$ cat src/rtl/cvw.sv
// rtl/cvw.sv - shared core configuration type, arbiter state and AHB transfer encodings
package cvw;

    typedef struct packed {
        int PA_BITS;
        int AHBW;
    } cvw_t;

    localparam cvw_t CVW_DEFAULT = '{PA_BITS: 32, AHBW: 32};

    typedef logic [1:0] arb_state_t;

    localparam arb_state_t ARB_IDLE = 2'b00;
    localparam arb_state_t ARB_OWN  = 2'b01;
    localparam arb_state_t ARB_LOCK = 2'b10;

    localparam logic [1:0] HTRANS_IDLE   = 2'b00;
    localparam logic [1:0] HTRANS_BUSY   = 2'b01;
    localparam logic [1:0] HTRANS_NONSEQ = 2'b10;
    localparam logic [1:0] HTRANS_SEQ    = 2'b11;

    // A manager is mid-transfer (and must not lose the bus) for anything but IDLE
    function automatic logic htrans_active(input logic [1:0] t);
        return (t == HTRANS_NONSEQ) || (t == HTRANS_SEQ) || (t == HTRANS_BUSY);
    endfunction

endpackage

$ cat src/rtl/flopenl.sv
// rtl/flopenl.sv - enabled flop with synchronous load of a reset value
module flopenl #(
    parameter int WIDTH = 8
) (
    input  logic             clk,
    input  logic             load,
    input  logic             en,
    input  logic [WIDTH-1:0] d,
    input  logic [WIDTH-1:0] val,
    output logic [WIDTH-1:0] q
);

    // Load dominates the enable so reset lands even while the bus is stalled
    always_ff @(posedge clk) begin
        if (load) begin
            q <= val;
        end else if (en) begin
            q <= d;
        end
    end

endmodule

$ cat src/rtl/flopenr.sv
// rtl/flopenr.sv - enabled flop with synchronous active-low clear
module flopenr #(
    parameter int WIDTH = 8
) (
    input  logic             clk,
    input  logic             resetn,
    input  logic             en,
    input  logic [WIDTH-1:0] d,
    output logic [WIDTH-1:0] q
);

    // Clear dominates the enable so reset lands even while the bus is stalled
    always_ff @(posedge clk) begin
        if (!resetn) begin
            q <= '0;
        end else if (en) begin
            q <= d;
        end
    end

endmodule

$ cat src/rtl/rrpick.sv
// rtl/rrpick.sv - combinational round-robin picker: requests plus start pointer to one-hot and index
module rrpick #(
    parameter int N  = 2,
    parameter int IW = (N > 1) ? $clog2(N) : 1
) (
    input  logic [N-1:0]  req,
    input  logic [IW-1:0] ptr,
    output logic [N-1:0]  grant,
    output logic [IW-1:0] idx
);

    // Walk the requesters from ptr upward with wrap and keep the first one found
    always_comb begin
        grant = '0;
        idx   = '0;
        for (int k = 0; k < N; k++) begin
            if (grant == '0 && req[(int'(ptr) + k) % N]) begin
                grant[(int'(ptr) + k) % N] = 1'b1;
                idx = IW'((int'(ptr) + k) % N);
            end
        end
    end

endmodule

$ cat src/rtl/ahb_rr_arbiter.sv
// rtl/ahb_rr_arbiter.sv - round-robin AHB manager arbiter with locked transfers; AHBARB_PARK_EN keeps an idle owner parked
module ahb_rr_arbiter
    import cvw::*;
#(
    parameter cvw_t P  = CVW_DEFAULT,
    parameter int   NM = 2
) (
    input  logic                                 HCLK,
    input  logic                                 HRESETn,
    input  logic [NM-1:0][P.PA_BITS-1:0]         M_HADDR,
    input  logic [NM-1:0][P.AHBW-1:0]            M_HWDATA,
    input  logic [NM-1:0][P.AHBW/8-1:0]          M_HWSTRB,
    input  logic [NM-1:0][1:0]                   M_HTRANS,
    input  logic [NM-1:0][2:0]                   M_HSIZE,
    input  logic [NM-1:0][2:0]                   M_HBURST,
    input  logic [NM-1:0][3:0]                   M_HPROT,
    input  logic [NM-1:0]                        M_HWRITE,
    input  logic [NM-1:0]                        M_HMASTLOCK,
    output logic [NM-1:0]                        M_HREADY,
    output logic [NM-1:0]                        M_HRESP,
    output logic [P.AHBW-1:0]                    M_HRDATA,
    output logic [P.PA_BITS-1:0]                 HADDR,
    output logic [P.AHBW-1:0]                    HWDATA,
    output logic [P.AHBW/8-1:0]                  HWSTRB,
    output logic [1:0]                           HTRANS,
    output logic [2:0]                           HSIZE,
    output logic [2:0]                           HBURST,
    output logic [3:0]                           HPROT,
    output logic                                 HWRITE,
    output logic                                 HMASTLOCK,
    input  logic                                 HREADY,
    input  logic                                 HRESP,
    input  logic [P.AHBW-1:0]                    HRDATA,
    output logic [$clog2(NM)-1:0]                Owner,
    output logic                                 OwnerValid
);

    localparam int IW = $clog2(NM);

    arb_state_t    state;
    arb_state_t    state_d;
    logic [IW-1:0] owner_d;
    logic          valid_d;
    logic [IW-1:0] rr_ptr;
    logic [IW-1:0] rr_ptr_d;
    logic [IW-1:0] data_owner;
    logic [IW-1:0] owner_next;
    logic [IW-1:0] pick_ptr;
    logic [IW-1:0] pick_idx;
    logic [NM-1:0] pick_grant;
    logic [NM-1:0] req;
    logic          pick_any;
    logic          active;
    logic [1:0]    owner_trans;
    logic          owner_lock;

    // A manager asks for the bus whenever it presents NONSEQ or SEQ
    always_comb begin
        req = '0;
        for (int i = 0; i < NM; i++) begin
            req[i] = M_HTRANS[i][1];
        end
    end

    assign owner_trans = M_HTRANS[Owner];
    assign owner_lock  = M_HMASTLOCK[Owner];
    assign owner_next  = (Owner == IW'(NM - 1)) ? '0 : Owner + IW'(1);

    // From idle the search starts at the stored pointer; on hand-over it starts just past the owner
    assign pick_ptr = (state == ARB_IDLE) ? rr_ptr : owner_next;
    assign pick_any = |pick_grant;

    rrpick #(
        .N  (NM),
        .IW (IW)
    ) u_rrpick (
        .req   (req),
        .ptr   (pick_ptr),
        .grant (pick_grant),
        .idx   (pick_idx)
    );

    // Ownership changes only when the owner shows IDLE outside a locked sequence
    always_comb begin
        state_d  = state;
        owner_d  = Owner;
        valid_d  = OwnerValid;
        rr_ptr_d = rr_ptr;
        case (state)
            ARB_IDLE: begin
                if (pick_any) begin
                    state_d = ARB_OWN;
                    owner_d = pick_idx;
                    valid_d = 1'b1;
                end
            end
            ARB_OWN: begin
                if (!htrans_active(owner_trans)) begin
                    if (pick_any) begin
                        owner_d  = pick_idx;
                        rr_ptr_d = owner_next;
                    end else begin
`ifdef AHBARB_PARK_EN
                        state_d = ARB_OWN;
`else
                        state_d = ARB_IDLE;
                        valid_d = 1'b0;
`endif
                    end
                end else if (owner_lock) begin
                    state_d = ARB_LOCK;
                end
            end
            ARB_LOCK: begin
                if (!owner_lock && !htrans_active(owner_trans)) begin
                    state_d = ARB_OWN;
                end
            end
            default: begin
                state_d = ARB_IDLE;
                valid_d = 1'b0;
            end
        endcase
    end

    flopenl #(.WIDTH(2)) u_state_reg (
        .clk  (HCLK),
        .load (~HRESETn),
        .en   (HREADY),
        .d    (state_d),
        .val  (ARB_IDLE),
        .q    (state)
    );

    flopenr #(.WIDTH(IW)) u_owner_reg (
        .clk    (HCLK),
        .resetn (HRESETn),
        .en     (HREADY),
        .d      (owner_d),
        .q      (Owner)
    );

    flopenr #(.WIDTH(1)) u_valid_reg (
        .clk    (HCLK),
        .resetn (HRESETn),
        .en     (HREADY),
        .d      (valid_d),
        .q      (OwnerValid)
    );

    flopenr #(.WIDTH(IW)) u_ptr_reg (
        .clk    (HCLK),
        .resetn (HRESETn),
        .en     (HREADY),
        .d      (rr_ptr_d),
        .q      (rr_ptr)
    );

    // The address phase accepted this cycle becomes next cycle's data phase
    flopenr #(.WIDTH(IW)) u_data_owner_reg (
        .clk    (HCLK),
        .resetn (HRESETn),
        .en     (HREADY),
        .d      (Owner),
        .q      (data_owner)
    );

    // Reset masks the forwarded transfer immediately so nothing in flight completes
    assign active    = HRESETn && (state != ARB_IDLE);
    assign HTRANS    = active ? owner_trans : HTRANS_IDLE;
    assign HMASTLOCK = active & owner_lock;
    assign HADDR     = M_HADDR[Owner];
    assign HSIZE     = M_HSIZE[Owner];
    assign HBURST    = M_HBURST[Owner];
    assign HPROT     = M_HPROT[Owner];
    assign HWRITE    = M_HWRITE[Owner];
    assign HWDATA    = M_HWDATA[data_owner];
    assign HWSTRB    = M_HWSTRB[data_owner];
    assign M_HRDATA  = HRDATA;

    // Only the address owner sees HREADY and only the data owner sees HRESP; everyone else is held
    always_comb begin
        M_HREADY = '0;
        M_HRESP  = '0;
        if (active) begin
            M_HREADY[Owner] = HREADY;
        end
        if (HRESETn) begin
            M_HRESP[data_owner] = HRESP;
        end
    end

endmodule

$ cat config.mk
export PLATFORM = sky130hd
export DESIGN_NAME = ahb_rr_arbiter
export DESIGN_NICKNAME = d
export VERILOG_FILES = /design/src/rtl/cvw.sv /design/src/rtl/flopenl.sv /design/src/rtl/flopenr.sv /design/src/rtl/rrpick.sv /design/src/rtl/ahb_rr_arbiter.sv
export SDC_FILE = /design/constraint.sdc
export NUM_CORES = 1
export LEC_CHECK = 0
export BUFFER_PORTS_ARGS = -buffer_cell sky130_fd_sc_hd__buf_2
export CAP_MARGIN = 25
export CORE_AREA = 2 2 126 128
export CTS_CLUSTER_DIAMETER = 50
export DETAILED_ROUTE_END_ITERATION = 16
export DIE_AREA = 0 0 128 130
export PLACE_DENSITY = 0.53
export SETUP_SLACK_MARGIN = 0.4
export SLEW_MARGIN = 25
export SYNTH_ARGS = -nofsm -noshare
export SYNTH_HDL_FRONTEND = slang
export SYNTH_SLANG_ARGS = --single-unit
$ cat constraint.sdc
create_clock -name HCLK -period 2.1 [get_ports HCLK]
set_clock_uncertainty 0.15 [all_clocks]
set_input_delay 0.21 -clock HCLK [delete_from_list [all_inputs] [get_ports HCLK]]
set_output_delay 0.21 -clock HCLK [all_outputs]
set_load 0.02 [all_outputs]
Word-level counts from Yosys, hierarchy flattened. Cells that the tools add are included.

Flip-flop bits (word level): 6. Output and inout port bits: 120.

$add $sub $neg: 2. Mux-type cells: 53. Reductions and logical operators: 20. Bitwise gates (word level): 7. Equality and inequality tests: 11. Magnitude comparators: 8.

Operators by type and width (number): $mux 32 (4); $mux 2 (12); $mux 1 (22); $mux 4 (4); $mux 3 (4); $reduce_and 5->1 (2); $ne 2x2->1 const B (4); $logic_and 1x1->1 (7); $eq 2x2->1 const B (3); $lt 1x2->1 const B (3); $ne 3x3->1 const B (2); $pmux 2 s3 (1); $and 2x2->2 (2); $demux 1 s1 (4); $eq 2x1->1 const B (2); $logic_not 2->1 (2); $reduce_and 4->1 (1); $reduce_bool 2->1 (2); $ge 1x1->1 const B (3); $lt 2x3->1 const B (1); $pmux 1 s3 (1); $reduce_and 3->1 (1); $add 1x1->1 const B (2); $ge 2x1->1 const B (1); other kinds (8) (11).

Depth between registers and ports, before layout. Gate-level depths: netlist of run 1.

Depth after elaboration: 15. Depth in mapped cells: 6.

By module. Synthesis of run 1 repeated with hierarchy kept, for this count alone.

Cell total of the unflattened synthesis: 184. Area total of the unflattened synthesis: 1716.6 um^2.

By module, submodules not included: ahb_rr_arbiter (cells an instance 163, instances 1, area each 1456.4 um^2); flopenr (cells an instance 3, instances 4, area each 36.3 um^2); flopenl (cells an instance 5, instances 1, area each 88.8 um^2); rrpick (cells an instance 4, instances 1, area each 26.3 um^2).

Worst setup path after synthesis of run 1. OpenSTA, ideal clock, no wires.

Path type: reg2out. Start: register u_owner_reg.q. End: output HADDR[20]. Cell stages (with the launch flop): 5. Setup slack: 0.289 ns. Arrival: 1.451 ns. Path through: dfxtp_1 > buf_4 > buf_2 > buf_2 > mux2_2.

Longest elaborated chain between the ends: 2.

RTL lines: start, declared (RTL line flopenr.sv:9) `output logic [WIDTH-1:0] q`; start signal, assigned (RTL line flopenr.sv:15) `q <= '0;`; start signal, assigned (RTL line flopenr.sv:17) `q <= d;`; $mux 32 (implied by the code) (2 in series) (RTL line ahb_rr_arbiter.sv:172) `assign HADDR = M_HADDR[Owner];`; end, declared (RTL line ahb_rr_arbiter.sv:22) `output logic [P.PA_BITS-1:0] HADDR,`.

No other way between the ends. The select of a mux whose other input is x is not followed.

Worst setup path in the final report of run 1.
Start: register u_owner_reg.q. End: register u_state_reg.q[0].

Longest elaborated chain between the ends: 14. Elaborated cells on any way between the ends: 45. Classes of those cells: add/sub (2); order compare (4); eq/ne (7); mux (19); bitwise (2); reduce/logical (11).

RTL lines: $add 1x1->1 (RTL line ahb_rr_arbiter.sv:67) `assign owner_next = (Owner == IW'(NM - 1)) ? '0 : Owner + IW'(1);`; $mux 1 (RTL line ahb_rr_arbiter.sv:67); $mux 1 (RTL line ahb_rr_arbiter.sv:70) `assign pick_ptr = (state == ARB_IDLE) ? rr_ptr : owner_next;`; $add 1x1->1, or another cell as far along (RTL line rrpick.sv:17, rrpick.sv:18); $and 1x1->1 (no line) / $logic_and 1x1->1 (equally long branches); $lt 2x3->1 (implied by the code), or another cell as far along (RTL line rrpick.sv:18) `grant[(int'(ptr) + k) % N] = 1'b1;`; $logic_and 1x1->1 (implied by the code) / $demux 1 s1 (equally long branches); $mux 1 (implied by the code) / $mux 2 (equally long branches) (RTL line rrpick.sv:18, rrpick.sv:17); $demux 1 s1 / $logic_not 2->1 (equally long branches); $or 2x2->2 (no line) / $logic_and 1x1->1 (equally long branches); $mux 2 (RTL line rrpick.sv:17) `if (grant == '0 && req[(int'(ptr) + k) % N]) begin`; $reduce_or 2->1 (RTL line ahb_rr_arbiter.sv:71) `assign pick_any = |pick_grant;`; $ne 3x3->1 (no line) / $ne 2x2->1 (equally long branches); $reduce_and 5->1 (no line); end signal, assigned (RTL line flopenl.sv:16) `q <= val;`; end, declared (RTL line flopenl.sv:10) `output logic [WIDTH-1:0] q`.

Parallel ways exist; a longest one is shown, timed or not. The select of a mux whose other input is x is not followed. A chain may end at the register's enable or synchronous reset.

==> results of run 1 <==
## power by group through the flow
stage               registers [mW]  logic [mW]  clock network [mW]
CTS                          0.142       0.703               0.316
global placement             0.141       0.689                   0
floorplan                    0.137       0.471                   0
finish                       0.142       0.894               0.310
detailed placement           0.143       0.685                   0
global route                 0.143       0.954               0.326
## layer usage
metal	track usage [%]	vias to the layer above
li1	-	1078
met1	10.30	994
met2	14.12	130
met3	1.927	8
met4	2.650	0
met5	0	-
## path summary, 6_finish.rpt
kind / start / end / depth (start not counted)
hold reg to reg: u_ptr_reg.q$_SDFFE_PN0P_ / u_ptr_reg.q$_SDFFE_PN0P_ / 2
hold / removal: HRESETn / u_valid_reg.q$_SDFFE_PN0P_ / 2
setup reg to reg: u_owner_reg.q$_SDFFE_PN0P_ / u_state_reg.q[0]$_SDFFE_PN0P_ / 7
setup / recovery: u_owner_reg.q$_SDFFE_PN0P_ / u_state_reg.q[0]$_SDFFE_PN0P_ / 7
## cell families (layout without fill, tap and decap cells)
group,count (synthesis),in the layout,share of synthesized area (%)
compound gates,16,16,6.876
mux,84,84,58.75
flops,6,6,7.500
buf+inv,47,280,19.06
simple gates,24,24,7.814
## registers in the layout, indices dropped and copies added (netlist names)
signal,count
u_ptr_reg.q,1
u_state_reg.q,2
u_data_owner_reg.q,1
u_valid_reg.q,1
u_owner_reg.q,1
## worst register-to-register path: stages (launching register included)
cell and delay (ps):
dfxtp_4 360, buf_6 130, buf_6 110, nor3_4 230, nor2_4 90, buf_4 140
or3_1 340, a31oi_1 130
## cell type report
cell class / count / share of cell area [%]
Sequential cell: 6 / 3.626
Inverter: 3 / 0.3079
Timing Repair Buffer: 274 / 50.80
Clock buffer: 3 / 2.053
Tap cell: 192 / 6.569
Multi-Input combinational cell: 124 / 36.64
## per-stage QoR
stage,std cells,worst slack (ps),total power [mW]
4_1_cts,591,365.4,1.161
3_3_place_gp,585,496.5,0.8307
2_1_floorplan,177,415.4,0.6078
3_5_place_dp,585,462.9,0.8279
6_report,602,345.9,1.345
5_1_grt,602,288.3,1.423
## layout by cell type, fill, tap and decap left out, drive strengths merged
cell type	count
o21ai	3
inv	3
nor3	3
nand2b	1
mux2	80
and3	1
nor3b	2
o311a	1
o41ai	1
or3	1
or4	1
o211ai	1
o21a	1
mux2i	4
a31oi	1
a21oi	3
buf	269
nand2	5
a21boi	1
dfxtp	6
clkbuf	8
o31a	1
nor2	8
a2bb2oi	1
o31ai	1
nand3	2
a21o	1
## repair_timing
item,CTS,global route
buffers inserted,2,4
endpoints found under the setup margin,79,58
resized for setup,12,135
gates cloned,1,7
pin swaps,0,5
==> qor.yml, run 1 <==
logic_synthesis:
  synth-seq-cells: 6
  synthTopCellsByArea: "mux2_2 56%, buf_4 15%, dfxtp_1 7.5%"
  syn-instance-count: 177
  yosysWarningCount: 0
  yosys-top-cells-count: "79 x mux2_2, 33 x buf_4, 8 x nor2_1"
  synth.most_common_cell: "mux2_2"
  synthArstFlopShare_pct: 0
  syn_avg_cell_area_um2: 9.048
  ys.flop_type: "dfxtp_1"
  synth_top_area_share_pct: 55.55
  ys_seq_area_share_pct: 7.500
  netlist_area_um2: 1602
  synthesis.nets: 377
  synth_area_leader_cell: "mux2_2"
  synth.distinct_cells: 31
  synth_edf_count: 0
critical_path:
  crit_path_end_kind: "flop"
  path_class: "flop to flop"
  critPathRequiredTime_ps: 2100
  slowest_stage: "dfxtp_4"
  path_cells: "buf_6, buf_6, nor3_4, nor2_4, buf_4, or3_1, a31oi_1"
  crit_arrival_ps: 1750
  r2r_setup_slack_ps: 350
  start_kind: "flop"
  critPathBufInv: 3
  crit_family: "simple AND/OR/NAND/NOR gates"
  crit_fanout: 5
  critPathMaxStageDelay_ps: 360
  path_common_cell: "buf_6"
floorplanning:
  rows: 46
  die_y_um: 130
  num_io_pins: 320
  dieArea_um2: 16640
  initial_core_util_pct: 10.38
  die_width_um: 128
  core_area_um2: 15420
drt:
  wl_per_cell_um: 15.01
  antenna_left: 0
  drc: 0
  route.met3.wl_um: 677
  top_layer: "met4"
  via_count: 2210
  initialDrtViolationCount: 43
  finalWirelength_mm: 9.036
  wl_met1_mm: 3.564
  wl_met2_mm: 4.712
  dr.pass1.iters: 4
  avgViaCountPerCell: 3.671
power:
  sw_frac_of_total_pct: 36.22
  p_per_area_nw_per_um2: 367.8
  vdd_drop_max_mv: 0.1547
  p_leak_nw: 1.844
  p_sw_mw: 0.4873
  power_frac_seq_pct: 10.5
  combPwrFrac_pct: 66.5
  p_int_mw: 0.8580
  power_frac_clock_pct: 23.0
cells_and_area:
  multi_input_area_um2: 1340
  fillers: 1703
  syn2layout_area_growth_pct: 128.4
  regArea_um2: 132.6
  final_util_pct: 23.71
  drive_gt1_share_pct: 89.51
  diodes: 0
  layout.nets: 612
  final_cell_area_um2: 3657
clock_tree:
  htree_levels: 1
  cts_root_buffer: "clkbuf_16"
  ctsLongestPathBuffers: 2
  cts_inserted_buffers: 3
  path_clk_slew_ps: 30
  clock-sinks: 6
  clkLatencyLatePin_ps: 230
  hold_buffers: 0
  cts_tree: "yes"
global_routing:
  antenna_found_initial: 0
  first_global_vias: 1958
  grt_max_degree: 21
  grt_usage_pct: 8.259
  globalRoute.totalOverflow: 0
  grt_pass1_wl_mm: 10.64
sta:
  rsz0062_at_grt: "true"
  period_share_pct: 83.53
  setup_viol: 0
  timing.fmax_mhz: 570.1
  tightest_slew_ps: 367.3
  slew_headroom_pct: 75.40
  min_period_ps: 1754
  drv_slew: 0
  tns_ps: 0
  hold_viol: 0
  holdWs_ps: 138.9
flow_run:
  maxCapViolations: 0
run_status:
  status: "complete, no violations"
place:
  post-dp-hpwl_mm: 6.914
  place.gp.congestion: 0.7993
  io_buffers: 255
  placed_area_um2: 2882
worst_hold_path:
  hp-class: "primary input to flop"
(Power assumes the default switching activity.)
==> run 2: changes to the inputs <==
--- a/config.mk
+++ b/config.mk
@@ -5,13 +5,14 @@
 export SDC_FILE = /design/constraint.sdc
 export NUM_CORES = 1
 export LEC_CHECK = 0
+export ABC_AREA = 1
 export BUFFER_PORTS_ARGS = -buffer_cell sky130_fd_sc_hd__buf_2
 export CAP_MARGIN = 25
-export CORE_AREA = 2 2 126 128
+export CORE_AREA = 2 2 125 127
 export CTS_CLUSTER_DIAMETER = 50
 export DETAILED_ROUTE_END_ITERATION = 16
-export DIE_AREA = 0 0 128 130
-export PLACE_DENSITY = 0.53
+export DIE_AREA = 0 0 127 129
+export PLACE_DENSITY = 0.54
 export SETUP_SLACK_MARGIN = 0.4
 export SLEW_MARGIN = 25
 export SYNTH_ARGS = -nofsm -noshare
==> constraint.sdc (replaced) <==
create_clock -name HCLK -period 1.8 [get_ports HCLK]
set_clock_uncertainty 0.15 [all_clocks]
set_input_delay 0.18 -clock HCLK [delete_from_list [all_inputs] [get_ports HCLK]]
set_output_delay 0.18 -clock HCLK [all_outputs]
set_load 0.02 [all_outputs]
==> run 2 against run 1 <==
  * Core utilization up 0.39 points
  * Cell area decreased by 1.3%
  * Final cell count increased by 31%
  * Highest routed layer unchanged
==> qor.yml, run 2 <==
global_routing:
  antenna_found_initial: 2
  first_global_vias: 2664
  grt_max_degree: 38
  globalRoute.totalOverflow: 0
  grt_usage_pct: 9.561
  grt_pass1_wl_mm: 12.49
power:
  combPwrFrac_pct: 76.8
  power_frac_seq_pct: 8.3
  p_leak_nw: 2.236
  totalPowerFinal_mw: 2.409
  p_sw_mw: 1.160
  sw_frac_of_total_pct: 48.17
  vdd_drop_max_mv: 0.2717
  p_int_mw: 1.249
  power_frac_clock_pct: 14.9
  p_per_area_nw_per_um2: 667.4
clock_tree:
  clkLatencyLatePin_ps: 230
  cts_root_buffer: "clkbuf_16"
  cts_tree: "yes"
  htree_levels: 1
  hold_buffers: 0
  cts_inserted_buffers: 3
  path_clk_slew_ps: 40
  ctsLongestPathBuffers: 2
  clock-sinks: 6
drt:
  initialDrtViolationCount: 94
  route.met3.wl_mm: 1.079
  via_count: 3056
  antenna_left: 0
  avgViaCountPerCell: 3.888
  dr.pass1.iters: 4
  top_layer: "met4"
  wl_met1_mm: 3.219
  wl_met2_mm: 4.842
  finalWirelength_mm: 9.377
  wl_per_cell_um: 11.93
  drc: 0
critical_path:
  path_common_cell: "buf_4"
  start_kind: "flop"
  critPathMaxStageDelay_ps: 370
  path_class: "flop to output pin"
  crit_path_end_kind: "output pin"
  path_cells: "buf_4, nand2_1, nand2_2, nor2_2, buf_4"
  crit_arrival_ps: 1190
  critPathRequiredTime_ps: 1470
  slowest_stage: "dfxtp_4"
  crit_fanout: 5
run_status:
  status: "complete, no violations"
sta:
  period_share_pct: 84.43
  timing.fmax_mhz: 658.0
  hold_viol: 0
  setup_viol: 0
  fin_ws_ps: 280.3
  holdWs_ps: 135.1
  drv_slew: 0
  slew_headroom_pct: 80.01
  min_period_ps: 1520
  rsz0062_at_grt: "true"
  tns_ps: 0
  tightest_slew_ps: 299.5
cells_and_area:
  regMostFlops: "u_state_reg.q"
  layout_common_cells: "241 x nand2_1, 200 x buf_2, 50 x buf_4"
  mostFrequentLayoutCell: "nand2_1"
  largest_register_ffs: 2
  layout.nets: 799
  syn2layout_area_growth_pct: 116.3
  drive_gt1_share_pct: 53.43
  final_cell_area_um2: 3610
floorplanning:
  dieArea_um2: 16380
  num_io_pins: 320
  die_y_um: 129
  core_area_um2: 14980
  rows: 45
  die_width_um: 127
  initial_core_util_pct: 11.14
place:
  place.gp.congestion: 0.7984
  place_ws_ps: 274.1
  post-dp-hpwl_mm: 6.855
  placed_area_um2: 2952
  io_buffers: 255
logic_synthesis:
  synthesis.nets: 569
  synth.distinct_cells: 19
  synth-seq-cells: 6
  synth_edf_count: 0
  synth_area_leader_cell: "nand2_1"
  synth.most_common_cell: "nand2_1"
  netlist_area_um2: 1669
  ys.flop_type: "dfxtp_1"
  ys_seq_area_share_pct: 7.196
  yosysWarningCount: 0
  yosys-top-cells-count: "257 x nand2_1, 32 x buf_4, 14 x inv_1"
  synth_top_area_share_pct: 57.80
  synthArstFlopShare_pct: 0
  synthTopCellsByArea: "nand2_1 58%, buf_4 14%, dfxtp_1 7.2%"
  syn-instance-count: 369
  syn_avg_cell_area_um2: 4.523
flow_run:
  maxCapViolations: 0
worst_hold_path:
  hp-class: "primary input to flop"
==> run 2: power groups by stage <==
| stage | clock network (mW) | logic (mW) | registers, mW |
|---|---|---|---|
| after floorplan | 0 | 0.975 | 0.187 |
| after global placement | 0 | 1.44 | 0.187 |
| after detailed placement | 0 | 1.44 | 0.187 |
| after CTS | 0.366 | 1.71 | 0.194 |
| after global routing | 0.379 | 2.01 | 0.204 |
| final | 0.359 | 1.85 | 0.200 |
==> run 2: worst paths after layout <==
kind	to	slack, ps	cells past startpoint	from
max	HMASTLOCK	280	5	u_owner_reg.q$_SDFFE_PN0P_
min	u_state_reg.q[0]$_SDFFE_PN0P_	140	3	HRESETn
max reg2reg	u_state_reg.q[1]$_SDFFE_PN0P_	370	10	u_owner_reg.q$_SDFFE_PN0P_
min reg2reg	u_valid_reg.q$_SDFFE_PN0P_	340	2	u_valid_reg.q$_SDFFE_PN0P_
==> run 2: per-stage QoR <==
step	instances	utilization [%]
final	786	24.10
after global routing	786	24.10
after floorplan	369	-
after global placement	768	19.71
after CTS	781	22.53
after detailed placement	768	19.71
==> run 2: worst max-delay path: cells and delay by family (launching register included) <==
kind	cells	cell delay, ps
AND/OR/NAND/NOR	3	290
flip-flops	1	370
buffers and inverters	2	300
==> run 2: cells by family (layout without fill, tap and decap cells) <==
family          count (synthesis)  in the layout  synth area share, %
buf+inv                        66            294                22.94
simple gates                  289            289                67.24
other cells                     0              1                    0
flops                           6              6                7.197
compound gates                  8              8                2.624
==> run 2: cell type report <==
cell class | count | area (um2)
antenna | 1 | 2.502
clock buffer | 3 | 75.07
fill | 1682 | 11370
inverter | 16 | 80.08
multi-input combinational | 297 | 1306
sequential | 6 | 132.6
tap | 188 | 235.2
timing repair buffer | 275 | 1778
==> run 2: layer usage <==
layer  vias to the layer above  track usage, %
met5                         -               0
li1                       1532               -
met3                        18           3.451
met2                       205           19.54
met1                      1301           8.730
met4                         0           2.909
==> run 2: repair_timing <==
item,4_1_cts,5_1_grt
buffers inserted,7,1
endpoints found under the setup margin,91,91
gates resized for setup,77,49
pin swaps,6,9
cloned,3,3
==> run 3: changes to the inputs <==
--- a/config.mk
+++ b/config.mk
@@ -5,14 +5,14 @@
 export SDC_FILE = /design/constraint.sdc
 export NUM_CORES = 1
 export LEC_CHECK = 0
-export ABC_AREA = 1
+export ABC_AREA = 0
 export BUFFER_PORTS_ARGS = -buffer_cell sky130_fd_sc_hd__buf_2
 export CAP_MARGIN = 25
-export CORE_AREA = 2 2 125 127
+export CORE_AREA = 2 2 126 128
 export CTS_CLUSTER_DIAMETER = 50
 export DETAILED_ROUTE_END_ITERATION = 16
-export DIE_AREA = 0 0 127 129
-export PLACE_DENSITY = 0.54
+export DIE_AREA = 0 0 128 130
+export PLACE_DENSITY = 0.53
 export SETUP_SLACK_MARGIN = 0.4
 export SLEW_MARGIN = 25
 export SYNTH_ARGS = -nofsm -noshare
==> constraint.sdc (replaced) <==
create_clock -name HCLK -period 1.4 [get_ports HCLK]
set_clock_uncertainty 0.15 [all_clocks]
set_input_delay 0.14 -clock HCLK [delete_from_list [all_inputs] [get_ports HCLK]]
set_output_delay 0.14 -clock HCLK [all_outputs]
set_load 0.02 [all_outputs]
==> run 3 against run 2 <==
  * The run now ends with negative setup slack left
  * Total power fell by 8.4%
  * Largest cell class unchanged
  * Wire length fell by 11%
  * Combinational power fell by 17%
  * Register-to-register slack got worse by 640 ps
  * Critical endpoint is now HADDR[17]
  * Die area rose by 1.6%
  * Largest power group unchanged
  * Sequential share of layout area fell by 0.66 points
  * Core utilization rose by 3.9 points
  * Cell area rose by 19%
  * Sequential cell count did not move
==> qor.yml, run 3 (synthesized netlist as in run 1, its figures left out) <==
run_status:
  status: "finished, violations left"
  violations: "negative setup slack"
clock_tree:
  cts_inserted_buffers: 3
  clkLatencyLatePin_ps: 230
  cts_tree: "yes"
  path_clk_slew_ps: 40
  htree_levels: 1
  clock-sinks: 6
  cts_root_buffer: "clkbuf_16"
  hold_buffers: 0
  ctsLongestPathBuffers: 2
critical_path:
  crit_path_end_kind: "output pin"
  crit_arrival_ps: 1390
  crit_fanout: 9
  slowest_stage: "dfxtp_4"
  path_common_cell: "buf_12"
  r2r_setup_slack_ps: -270
  ff2ff_path_depth: 5
  r2r_start: "u_owner_reg.q$_SDFFE_PN0P_"
  critPathRequiredTime_ps: 1110
  path_class: "flop to output pin"
  worstReg2RegEnd: "u_valid_reg.q$_SDFFE_PN0P_"
  path_cells: "buf_12, buf_12, mux2_2, buf_2"
  critPathMaxStageDelay_ps: 380
  start_kind: "flop"
cells_and_area:
  diodes: 0
  fillers: 1627
  regMostFlops: "u_state_reg.q"
  syn2layout_area_growth_pct: 169.3
  fin_cells: 629
  layout_common_cells: "188 x buf_2, 77 x buf_6, 57 x mux2_4"
  drive_gt1_share_pct: 93.36
  mostFrequentLayoutCell: "buf_2"
  layout.nets: 639
  largest_register_ffs: 2
drt:
  avgViaCountPerCell: 3.831
  wl_met1_mm: 2.827
  drc: 0
  wl_per_cell_um: 13.32
  via_count: 2410
  wl_met2_mm: 4.685
  antenna_left: 0
  top_layer: "met4"
  dr.pass1.iters: 4
  route.met3.wl_um: 803
  initialDrtViolationCount: 36
  finalWirelength_mm: 8.380
sta:
  rsz0062_at_grt: "true"
  fin_ws_ps: -275.4
  hold_viol: 0
  period_share_pct: 119.7
  setup_viol: 92
  slew_headroom_pct: 76.18
  tightest_slew_ps: 355.8
  min_period_ps: 1675
  timing.fmax_mhz: 596.9
  drv_slew: 0
place:
  post-dp-hpwl_mm: 6.439
  placed_cells: 600
  place.gp.congestion: 0.7844
  io_buffers: 255
floorplanning:
  die_width_um: 128
  initial_core_util_pct: 10.38
  rows: 46
  core_area_um2: 15420
  num_io_pins: 320
  die_y_um: 130
  dieArea_um2: 16640
worst_hold_path:
  hp-class: "primary input to flop"
  min_path_cells: 2
  hold_end: "u_valid_reg.q$_SDFFE_PN0P_"
  min_from: "HRESETn"
global_routing:
  grt_max_degree: 12
  globalRoute.totalOverflow: 0
  first_global_vias: 2216
  antenna_found_initial: 0
  grt_usage_pct: 8.186
  grt_pass1_wl_mm: 10.85
power:
  totalPowerFinal_mw: 2.208
  vdd_drop_max_mv: 0.3466
  p_leak_nw: 2.150
  p_per_area_nw_per_um2: 511.9
flow_run:
  maxCapViolations: 0
## run 3: cell types whose count changed in the layout (fill, tap and decap cells not counted), sizes merged, moves of 4 or more
cell and delta:
mux2 +80, inv -13, nand3 -6, mux2i +4, nor2 -6, nand2 -256
buf +26
## run 3: repair_timing
item / in CTS / in global routing
resized for setup: 97 / 83
hold endpoints to repair: 0 / 0
cloned: 6 / 2
setup buffers: 14 / 4
setup endpoints to repair: 94 / 93
pin swaps: 4 / 8
## run 3: power breakdown
part | total (mW) | switching (mW) | internal [mW]
logic | 1.53 | 0.646 | 0.887
clock network | 0.472 | 0.104 | 0.367
registers | 0.203 | 0.0171 | 0.186
## run 3: routing by layer
| layer | track usage [%] | vias to the layer above |
|---|---|---|
| li1 | - | 1130 |
| met1 | 8.095 | 1091 |
| met2 | 17.24 | 175 |
| met3 | 2.009 | 14 |
| met4 | 1.357 | 0 |
| met5 | 0 | - |
## run 3: final cells by class
cell class	instances	area, um2	area share, %
Tap cell	192	240.2	5.570
Sequential cell	6	130.1	3.017
Inverter	3	11.26	0.2611
Timing Repair Buffer	301	2321	53.81
Clock buffer	3	75.07	1.741
Multi-Input combinational cell	124	1535	35.60
## run 3: worst max-delay path: cells and delay by family, from the launching register on
| kind | cells | cell delay [ps] |
|---|---|---|
| buffers and inverters | 3 | 440 |
| DFF | 1 | 380 |
| muxes | 1 | 330 |
## run 3: worst max-delay path by stage
stage,startpoint,end,cells past startpoint
after CTS,u_data_owner_reg.q$_SDFFE_PN0P_,HWDATA[28],4
after detailed placement,u_owner_reg.q$_SDFFE_PN0P_,HADDR[16],4
after global routing,u_owner_reg.q$_SDFFE_PN0P_,u_ptr_reg.q$_SDFFE_PN0P_,5
after floorplan,u_owner_reg.q$_SDFFE_PN0P_,u_valid_reg.q$_SDFFE_PN0P_,5
after global placement,u_owner_reg.q$_SDFFE_PN0P_,HADDR[18],4
final,u_owner_reg.q$_SDFFE_PN0P_,HADDR[17],4
## run 3: metrics by stage
stage / setup TNS (ps) / util, % / instance area, um2 / hold WS, ps / worst slack (ps)
3_3_place_gp: -2931 / 21.41 / 3302 / 130.1 / -107.6
3_5_place_dp: -2822 / 21.41 / 3302 / 130.1 / -107.9
6_report: -19610 / 27.96 / 4313 / 78.55 / -275.4
4_1_cts: -19890 / 25.57 / 3944 / 84.70 / -277.8
2_1_floorplan: -2129 / - / 1948 / 117.9 / -171.7
5_1_grt: -23240 / 27.96 / 4313 / 90.22 / -326.9
